`src/rtl/serial_comp_pkg.sv`:
```
// Shared types for the bit-serial magnitude comparator: FSM state encoding
// and the bit-step counter width helper.
package serial_comp_pkg;

    typedef enum logic [1:0] {
        IDLE  = 2'd0,
        SHIFT = 2'd1,
        DONE  = 2'd2
    } state_t;

    // Counter must reach WIDTH itself without wrapping, hence the extra bit.
    function automatic int cnt_width(input int width);
        return $clog2(width) + 1;
    endfunction

endpackage

```
`src/rtl/cmp_bit_cell.sv`:
```
// Single-bit unsigned comparison cell: flags a<b, a==b and a>b for one bit pair.
module cmp_bit_cell (
    input  logic a,
    input  logic b,
    output logic l,
    output logic e,
    output logic g
);

    assign l = ~a & b;
    assign e = ~(a ^ b);
    assign g = a & ~b;

endmodule

```
`src/rtl/serial_comp_nbit.sv`:
```
// Bit-serial MSB-first magnitude comparator with fixed WIDTH+1 cycle latency.
// Define SERIAL_COMP_SIGNED_EN to treat operands as two's complement.
module serial_comp_nbit
    import serial_comp_pkg::*;
#(
    parameter int WIDTH = 8
) (
    input  logic             clk,
    input  logic             rst_n,
    input  logic             start,
    input  logic [WIDTH-1:0] a,
    input  logic [WIDTH-1:0] b,
    output logic             busy,
    output logic             done,
    output logic             l,
    output logic             e,
    output logic             g
);

    localparam int CW = cnt_width(WIDTH);
    localparam logic [CW-1:0] LAST_STEP = CW'(WIDTH - 1);

`ifdef SERIAL_COMP_SIGNED_EN
    localparam bit SIGNED_OPS = 1'b1;
`else
    localparam bit SIGNED_OPS = 1'b0;
`endif

    state_t           state;
    logic [WIDTH-1:0] sh_a;
    logic [WIDTH-1:0] sh_b;
    logic [CW-1:0]    cnt;
    logic             decided;
    logic             dir_lt;

    logic             bit_l;
    logic             bit_e;
    logic             bit_g;
    logic             step_lt;

    cmp_bit_cell u_cell (
        .a (sh_a[WIDTH-1]),
        .b (sh_b[WIDTH-1]),
        .l (bit_l),
        .e (bit_e),
        .g (bit_g)
    );

    // A set sign bit means the smaller value, so the MSB step flips direction.
    always_comb begin
        step_lt = bit_l;
        if (SIGNED_OPS && cnt == '0)
            step_lt = bit_g;
    end

    always_ff @(posedge clk or negedge rst_n) begin
        if (!rst_n) begin
            state   <= IDLE;
            sh_a    <= '0;
            sh_b    <= '0;
            cnt     <= '0;
            decided <= 1'b0;
            dir_lt  <= 1'b0;
            busy    <= 1'b0;
            done    <= 1'b0;
            l       <= 1'b0;
            e       <= 1'b0;
            g       <= 1'b0;
        end else begin
            case (state)
                IDLE: begin
                    done <= 1'b0;
                    if (start) begin
                        sh_a    <= a;
                        sh_b    <= b;
                        cnt     <= '0;
                        decided <= 1'b0;
                        dir_lt  <= 1'b0;
                        l       <= 1'b0;
                        e       <= 1'b0;
                        g       <= 1'b0;
                        busy    <= 1'b1;
                        state   <= SHIFT;
                    end
                end
                SHIFT: begin
                    // Only the first differing pair counts; all WIDTH steps still run.
                    if (!decided && !bit_e) begin
                        decided <= 1'b1;
                        dir_lt  <= step_lt;
                    end
                    sh_a <= {sh_a[WIDTH-2:0], 1'b0};
                    sh_b <= {sh_b[WIDTH-2:0], 1'b0};
                    cnt  <= cnt + 1'b1;
                    if (cnt == LAST_STEP)
                        state <= DONE;
                end
                DONE: begin
                    l     <= decided & dir_lt;
                    g     <= decided & ~dir_lt;
                    e     <= ~decided;
                    done  <= 1'b1;
                    busy  <= 1'b0;
                    state <= IDLE;
                end
                default: begin
                    state <= IDLE;
                end
            endcase
        end
    end

endmodule

```
`config.mk`:
```
export PLATFORM = sky130hd
export DESIGN_NAME = serial_comp_nbit
export DESIGN_NICKNAME = d
export VERILOG_FILES = /design/src/rtl/serial_comp_pkg.sv /design/src/rtl/cmp_bit_cell.sv /design/src/rtl/serial_comp_nbit.sv
export SDC_FILE = /design/constraint.sdc
export NUM_CORES = 1
export LEC_CHECK = 0
export CORE_MARGIN = 1
export CORE_UTILIZATION = 55
export CTS_BUF_LIST = sky130_fd_sc_hd__clkbuf_4
export DETAILED_ROUTE_END_ITERATION = 6
export GPL_TIMING_DRIVEN = 0
export PLACE_DENSITY = 0.83
export SLEW_MARGIN = 5
export SYNTH_ARGS = -nofsm -noshare
export SYNTH_HDL_FRONTEND = slang
export SYNTH_SLANG_ARGS = --single-unit
```
`constraint.sdc`:
```
create_clock -name clk -period 1.9 [get_ports clk]
set_input_delay 0.475 -clock clk [delete_from_list [all_inputs] [get_ports clk]]
set_output_delay 0.475 -clock clk [all_outputs]
set_load 0.05 [all_outputs]
```
* After elaboration in Yosys (flattened, before gate mapping)
Index checks and enable logic that the tools add are counted.
Operators by class: add/sub/neg operators 1, equal/unequal tests 6, mux-type cells 20, bitwise logic cells 7, reductions and logical operators 9
Operator list (count):
- 8-bit one-hot mux with 2 select lines | 2
- 8-bit 2-to-1 mux | 2
- 1-bit one-hot mux with 2 select lines | 7
- 4-bit one-hot mux with 2 select lines | 1
- 2-bit != test, second input constant | 3
- 2-bit AND reduction | 3
- 4-bit by 1-bit adder with 4-bit output, second input constant | 1
- 4-bit by 3-bit equality test with 1-bit output, second input constant | 1
- 1-bit 2-to-1 mux | 4
- 2-bit 2-to-1 mux | 2
- 4-bit 2-to-1 mux | 1
- 2-bit one-hot mux with 2 select lines | 1
- 2-bit nonzero test | 2
- 1-bit bitwise AND | 3
- 1-bit inverter | 3
- 3-bit AND reduction | 1
- 2-bit by 1-bit equality test with 1-bit output, second input constant | 1
- 2-bit equality test, second input constant | 1
- 2-bit logical NOT | 1
- 1-bit logical AND | 1
- 1-bit logical NOT | 1
- 1-bit bitwise XOR | 1
Storage, ports and cells: bits in registers 29, output and inout port bits 5

* Logic depth before layout (Yosys ltp)
Gate-level depths: netlist of the first run.
depth in word-level cells 4, mapped depth 5

* Cells and area by module
A second synthesis of the first run with hierarchy kept.
Unflattened totals: cell total of the unflattened synthesis 127, area, all modules 1346.3 sq um
By module, submodules not included:
- serial_comp_nbit | times used 1, cells each 123, area an instance 1313.8 sq um, sequential area each 725.7 sq um
- cmp_bit_cell | times used 1, cells each 4, area an instance 32.5 sq um, sequential area each 0.0 sq um

* Worst setup path before layout of the first run
OpenSTA, ideal clock, no wires.
path type flip-flop to flip-flop, start point reg state[0], end point reg decided, arrival 1.133 ns, setup slack 0.649 ns, cell stages (with the launch flop) 4, path buffers 1, clock period less this slack 1.251 ns, path through dfrtp_1 > buf_2 > or3b_1 > a21o_1
On the way: longest elaborated chain between the ends 3
Ends and longest elaborated chain:
- from (decl) | line serial_comp_nbit.sv:29 | state_t state;
- from (signal assigned) | line serial_comp_nbit.sv:58 | state <= IDLE;
- from (signal assigned) | line serial_comp_nbit.sv:83 | state <= SHIFT;
- from (signal assigned) | line serial_comp_nbit.sv:96 | state <= DONE;
- 2-bit by 1-bit equality test with 1-bit output / 2-bit logical NOT (equally long branches) | line serial_comp_nbit.sv:70 | case (state)
- 2-bit != test (no source line) / 2-bit nonzero test (equally long branches)
- 3-bit AND reduction (no source line)
- to (signal assigned) | line serial_comp_nbit.sv:62 | decided <= 1'b0;
- to (signal assigned) | line serial_comp_nbit.sv:77 | decided <= 1'b0;
- to (signal assigned) | line serial_comp_nbit.sv:89 | decided <= 1'b1;
- to (decl) | line serial_comp_nbit.sv:33 | logic decided;
Parallel ways exist; a longest one is shown, timed or not. A chain may end at the register's enable or synchronous reset.

* Worst setup path after layout of the first run
start point reg g, end point out g
RTL lines:
- from (decl) | line serial_comp_nbit.sv:17 | output logic g
- from (signal assigned) | line serial_comp_nbit.sv:100 | g <= decided & ~dir_lt;
No word-level cell between the ends.

==> impl_results.md, run 1 <==
* Initial DRC count at 18
* Routed len/inst at 14.5 um
* Pleak at 0.776 nW
* RSZ-0062 raised after global routing: no
* Critical Path RT at 1.42 ns
* Antenna cells at 0
* Resize count post-CTS at 5
* Std-Cell Rows at 17
* DP Wirelength at 1.91 mm
* Synth top area cells: dfrtp_1 (55%), mux2i_1 (9.0%), nand2_1 (6.5%), o21ai_0 (6.4%), a22o_1 (2.0%)
* Mapped cell area at roughly 1300 um2
* Synth Net Count at 146
* Post-CTS setup repair buffer count at 0
* Layout Nets at 176
* Worst-path clk slew at around 0.090 ns
* Cell Area, Placed at 1590 um2
* Max-slew violations at 0
* Placed cells at 176
* Clock Latency Late Sink at 0.34 ns
* Min-delay worst type: input port to asynchronous set/reset pin
* R2r worst-path depth at 3
* Non-Filler Instances at 183
* Clock tree buffer depth at 2
* Final WL at 2.66 mm
* Share of cells above drive strength 1 at 9.68%
* DRT Pass-1 Iters at 4
* Max cap viols at 0
* Outcome: completed
* Fin crit period at 1.71 ns
* PwrDens at around 1400 nW/um2
* Actual transition at the worst max-transition pin at 0.625 ns
* H-tree depth at 2
* Critical path class: flop to output port
* Final setup viols at 0
* Vias in the first global route at 997
* Slowest-stage cell, CP: dlygate4sd2_1
* Fin. Hold Viols at 0
* GP Congestion at 0.775
* Worst slew margin at 58.3%
* CORE AREA at 2250 um2
* Area share of the largest cell type after synthesis at roughly 55%
* Die area at 2620 um2
* Critical Path AT at 1.23 ns
* Crit-path max cell delay at 0.53 ns
* Grt ovf at 0
* CTS tree: built
* Peak VDD IR at between 0.9 and 1 mV
* Via/cell ratio at 5.57
* Die Wd at 51.2 um
* Largest net degree at the start of global routing at 30
* CP top delay family: buffers and inverters
* Fmax at 586 MHz
* I/O pins at 24
* Critical path depth at 1
* Critical path fanouts, max at 2
* GRT Total Usage at 24.6%
* Startpoint types: flop
* Leading area contributor after synthesis: dfrtp_1
* DRC Markers at 0
* Sink Count at 29
* Die H at 51.2 um
* Worst Setup End Kind: output port
* Crit path cell chain: dlygate4sd2_1
* PortBufs at 23
* Vias at 1020
* Final worst path period share at 89.8%
* Antenna violations before repair at 0
* Total CTS buffers at 5
* Netlist cell types at 29
* WHS at 0.144 ns
* Final instance area at 1630 um2
* Area grow syn2layout at 22.8%
* Critical path buffer and inverter count at 1
* Initial Util at 58.9%
* First-pass GRT wire length at 4.41 mm
* Clock root buffer: clkbuf_4
* Final ANT Viol Nets at 0
* Synth warn at 0
* Sequential area share after synthesis at 54.6%
* Clock skew at 0.0134 ns
* Hold Buf Count CTS at 0
* Mapped Cells at roughly 130
* Syn Area/Cell at 10.6 um2
* FF+latch count, synth at 29
[cells in the mapped netlist, drive strengths merged]
master  instances
a21o            1
a21oi           4
a22o            3
a22oi           2
a32o            1
and2            1
and2b           1
buf             6
clkbuf          1
dfrtp          29
ha              2
inv             3
mux2i          12
nand2          23
nand2b          1
nand3           1
nor2            1
nor2b           4
nor3            1
nor3b           1
nor4b           1
o21ai          22
o21bai          2
or3             1
or3b            1
[final timing paths]
check	start	end	slack [ns]
setup / recovery	g$_DFFE_PN0P_	g	0.19
hold / removal	rst_n	g$_DFFE_PN0P_	0.14
setup reg to reg	state[0]$_DFFE_PN0P_	decided$_DFFE_PN0P_	0.55
hold reg to reg	cnt[3]$_DFFE_PN0P_	state[1]$_DFFE_PN0P_	0.49
max in group asynchronous	rst_n	sh_a[1]$_DFFE_PN0P_	1.34
min in group clk	cnt[3]$_DFFE_PN0P_	state[1]$_DFFE_PN0P_	0.49
[flip-flops by register name, summed over array words and instances, names as in the netlist]
register  cells
dir_lt        1
sh_b          8
cnt           4
decided       1
sh_a          8
busy          1
state         2
e             1
l             1
g             1
done          1
[layer usage]
layer / up-vias / track usage [%] / part of all wire (%)
met5: - / 0 / 0
met4: 0 / 15.3 / 1.9
met3: 7 / 6.25 / 4.6
met2: 31 / 40.6 / 50
met1: 490 / 28.3 / 44
li1: 492 / - / -
[final cells by class]
type	count	area, um2
sequential	29	726
fill	188	623
multi-input combinational	86	543
timing repair buffer	23	219
buffer	7	48.8
clock buffer	6	45.0
tap	28	35.0
inverter	3	11.3
clock inverter	1	3.75
[through the flow]
stage / TNS [ns] / worst slack, ns / power (mW) / utilization [%]
final: 0 / 0.193 / 2.30 / 72.4
after global routing: 0 / 0.148 / 2.45 / 72.4
after global placement: -2.23 / -0.0779 / 1.92 / 70.7
after CTS: 0 / 0.185 / 2.31 / 72.6
after detailed placement: -2.99 / -0.104 / 1.97 / 70.7
after floorplan: 0 / 0.649 / 1.69 / -
[worst register-to-register path: cells and delay by family, from the launching register on]
kind	cells	cell delay, ns
flip-flops	1	0.42
AND/OR/NAND/NOR	1	0.45
buffers and inverters	1	0.19
AO/OA/AOI/OAI	1	0.20
[layout by cell type, fill, tap and decap left out]
master | Yosys | routed
dfrtp_1 | 29 | 29
nand2_1 | 23 | 23
o21ai_0 | 17 | 17
clkdlybuf4s50_1 | 0 | 17
mux2i_1 | 12 | 12
clkbuf_4 | 0 | 6
o21ai_1 | 5 | 5
dlygate4sd2_1 | 0 | 5
buf_2 | 3 | 4
nor2b_1 | 4 | 4
a21oi_1 | 4 | 4
inv_1 | 3 | 3
a22o_1 | 3 | 3
buf_6 | 2 | 2
a22oi_1 | 2 | 2
ha_1 | 2 | 2
nand2b_1 | 1 | 1
o21bai_4 | 1 | 1
or3b_1 | 1 | 1
and2b_1 | 1 | 1
buf_4 | 1 | 1
clkbuf_1 | 1 | 1
and2_1 | 1 | 1
o21bai_1 | 1 | 1
nor2_1 | 1 | 1
nor3_1 | 1 | 1
a32o_1 | 1 | 1
nand3_1 | 1 | 1
or3_1 | 1 | 1
nor4b_2 | 1 | 1
a21o_1 | 1 | 1
nor3b_1 | 1 | 1
clkinv_1 | 0 | 1
[cells by family after synthesis]
group / synth area share [%]
AND/OR/NAND/NOR: 13.7
AO/OA/AOI/OAI: 16.2
flip-flops: 54.6
multiplexers: 9.04
buffers and inverters: 4.52
adder cells (fa/ha/maj): 1.88
[report_power, final]
group          switching (mW)  internal [mW]
clock                   0.205          0.148
sequential              0.160          0.857
combinational           0.518          0.410
Power figures use the tool's default switching activity.
==> run 2: changes to the inputs <==
CTS_BUF_LIST = sky130_fd_sc_hd__clkbuf_4 sky130_fd_sc_hd__clkbuf_8   (was sky130_fd_sc_hd__clkbuf_4)
==> impl_results.md, run 2 (synthesis results as in run 1) <==
* Outcome: completed
* GP Congestion at 0.775
* Clock Latency Late Sink at 0.34 ns
* Final WL at 2.66 mm
* Biggest regs: sh_a (8), sh_b (8), cnt (4)
* Fin crit period at 1.70 ns
* Critical path fanouts, max at 2
* Slowest-stage cell, CP: dlygate4sd2_1
* Area grow syn2layout at 23.5%
* Sink Count at 29
* Clock root buffer: clkbuf_4
* Final ANT Viol Nets at 0
* Max cap viols at 0
* Vias in the first global route at between 900 and 1k
* Via/cell ratio at 5.47
* I/O pins at 24
* R2r worst-path depth at 3
* Die area at 2620 um2
* TNS Setup at 0 ns
* Layout Nets at 176
* Critical path buffer and inverter count at 1
* Initial Util at between 50 and 60%
* Post-CTS setup repair buffer count at 0
* Final worst path period share at 89.7%
* Fmax at 587 MHz
* Max-slew violations at 0
* CORE AREA at approximately 2300 um2
* Crit path cell chain: dlygate4sd2_1
* CP top delay family: buffers and inverters
* Worst-path clk slew at 0.09 ns
* Resize count post-CTS at 5
* Non-Filler Instances at 183
* Startpoint types: flop
* Hold Buf Count CTS at 0
* Actual transition at the worst max-transition pin at 0.623 ns
* CTS tree: built
* Crit-path max cell delay at 0.53 ns
* Placed cells at 176
* Antenna violations before repair at 0
* Initial DRC count at 25
* Vias at ~1.0k
* Worst Setup End Kind: output port
* Die Wd at 51.2 um
* Critical path depth at 1
* Antenna cells at 0
* Most frequent cells in the layout: dfrtp_1 (29), nand2_1 (23), o21ai_0 (17), clkdlybuf4s50_1 (17), mux2i_1 (12)
* Final worst setup slack at 0.196 ns
* PortBufs at 23
* Worst slack at placement at -0.104 ns
* PwrDens at 1420 nW/um2
* Clock skew at 0.0137 ns
* DRC Markers at 0
* GRT Total Usage at 24.8%
* Final setup viols at 0
* Fin. Hold Viols at 0
* DP Wirelength at 1.91 mm
* Die H at 51.2 um
* Clock tree buffer depth at 2
* Grt ovf at 0
* Min-delay worst type: input port to asynchronous set/reset pin
* Worst slew margin at around 58%
* Share of cells above drive strength 1 at about a tenth
* First-pass GRT wire length at 4.44 mm
* Pleak at 0.782 nW
* Total CTS buffers at 5
* Routed len/inst at roughly 15 um
* Most common cell after layout, fill and taps aside: dfrtp_1
* Fillers at 189
* Std-Cell Rows at 17
* H-tree depth at 2
* Critical Path AT at 1.23 ns
* DRT Pass-1 Iters at 4
* Largest net degree at the start of global routing at 30
* Critical path class: flop to output port
* RSZ-0062 raised after global routing: no
* Peak VDD IR at 1.19 mV
* Critical Path RT at roughly 1.4 ns
-- run 2: changes by cell type in the layout (fill, tap and decap cells not counted), sizes merged --
cell	previous run	this run
clkbuf	7	8
clkinv	1	0
-- run 2: final cells by class --
class | instances | area (um2) | share of cell area, %
Buffer | 7 | 48.8 | 2.97
Sequential cell | 29 | 726 | 44.2
Timing Repair Buffer | 23 | 219 | 13.3
Tap cell | 28 | 35.0 | 2.13
Inverter | 3 | 11.3 | 0.686
Clock buffer | 7 | 58.8 | 3.58
Multi-Input combinational cell | 86 | 543 | 33.1
-- run 2: final timing paths --
check,start,end,slack [ns]
max,g$_DFFE_PN0P_,g,0.20
min,rst_n,g$_DFFE_PN0P_,0.15
max reg2reg,state[0]$_DFFE_PN0P_,decided$_DFFE_PN0P_,0.55
min reg2reg,sh_b[2]$_DFFE_PN0P_,sh_b[2]$_DFFE_PN0P_,0.49
max in group asynchronous,rst_n,sh_a[1]$_DFFE_PN0P_,1.34
min in group clk,sh_b[2]$_DFFE_PN0P_,sh_b[2]$_DFFE_PN0P_,0.49
-- run 2: metal layers --
metal  global-route usage (%)  part of all wire [%]  vias up
li1                         -                     -      491
met1                     28.9                    44      475
met2                     40.1                    49       30
met3                     7.14                   4.9        5
met4                     15.3                   1.8        0
met5                        0                     0        -
-- run 2: power breakdown --
group          internal, mW  total, mW  switching, mW
clock                 0.189      0.394          0.205
combinational         0.410      0.927          0.517
sequential            0.857       1.02          0.160
total                  1.45       2.34          0.882
-- run 2: stage by stage --
step / hold WS, ns / cell area [um2] / total power [mW] / utilization (%)
2_1_floorplan: 0.179 / 1330 / 1.69 / -
3_3_place_gp: 0.460 / 1590 / 1.92 / 70.7
3_5_place_dp: 0.468 / 1590 / 1.97 / 70.7
4_1_cts: 0.480 / 1650 / 2.35 / 73.0
5_1_grt: 0.196 / 1640 / 2.50 / 72.8
6_report: 0.146 / 1640 / 2.34 / 72.8
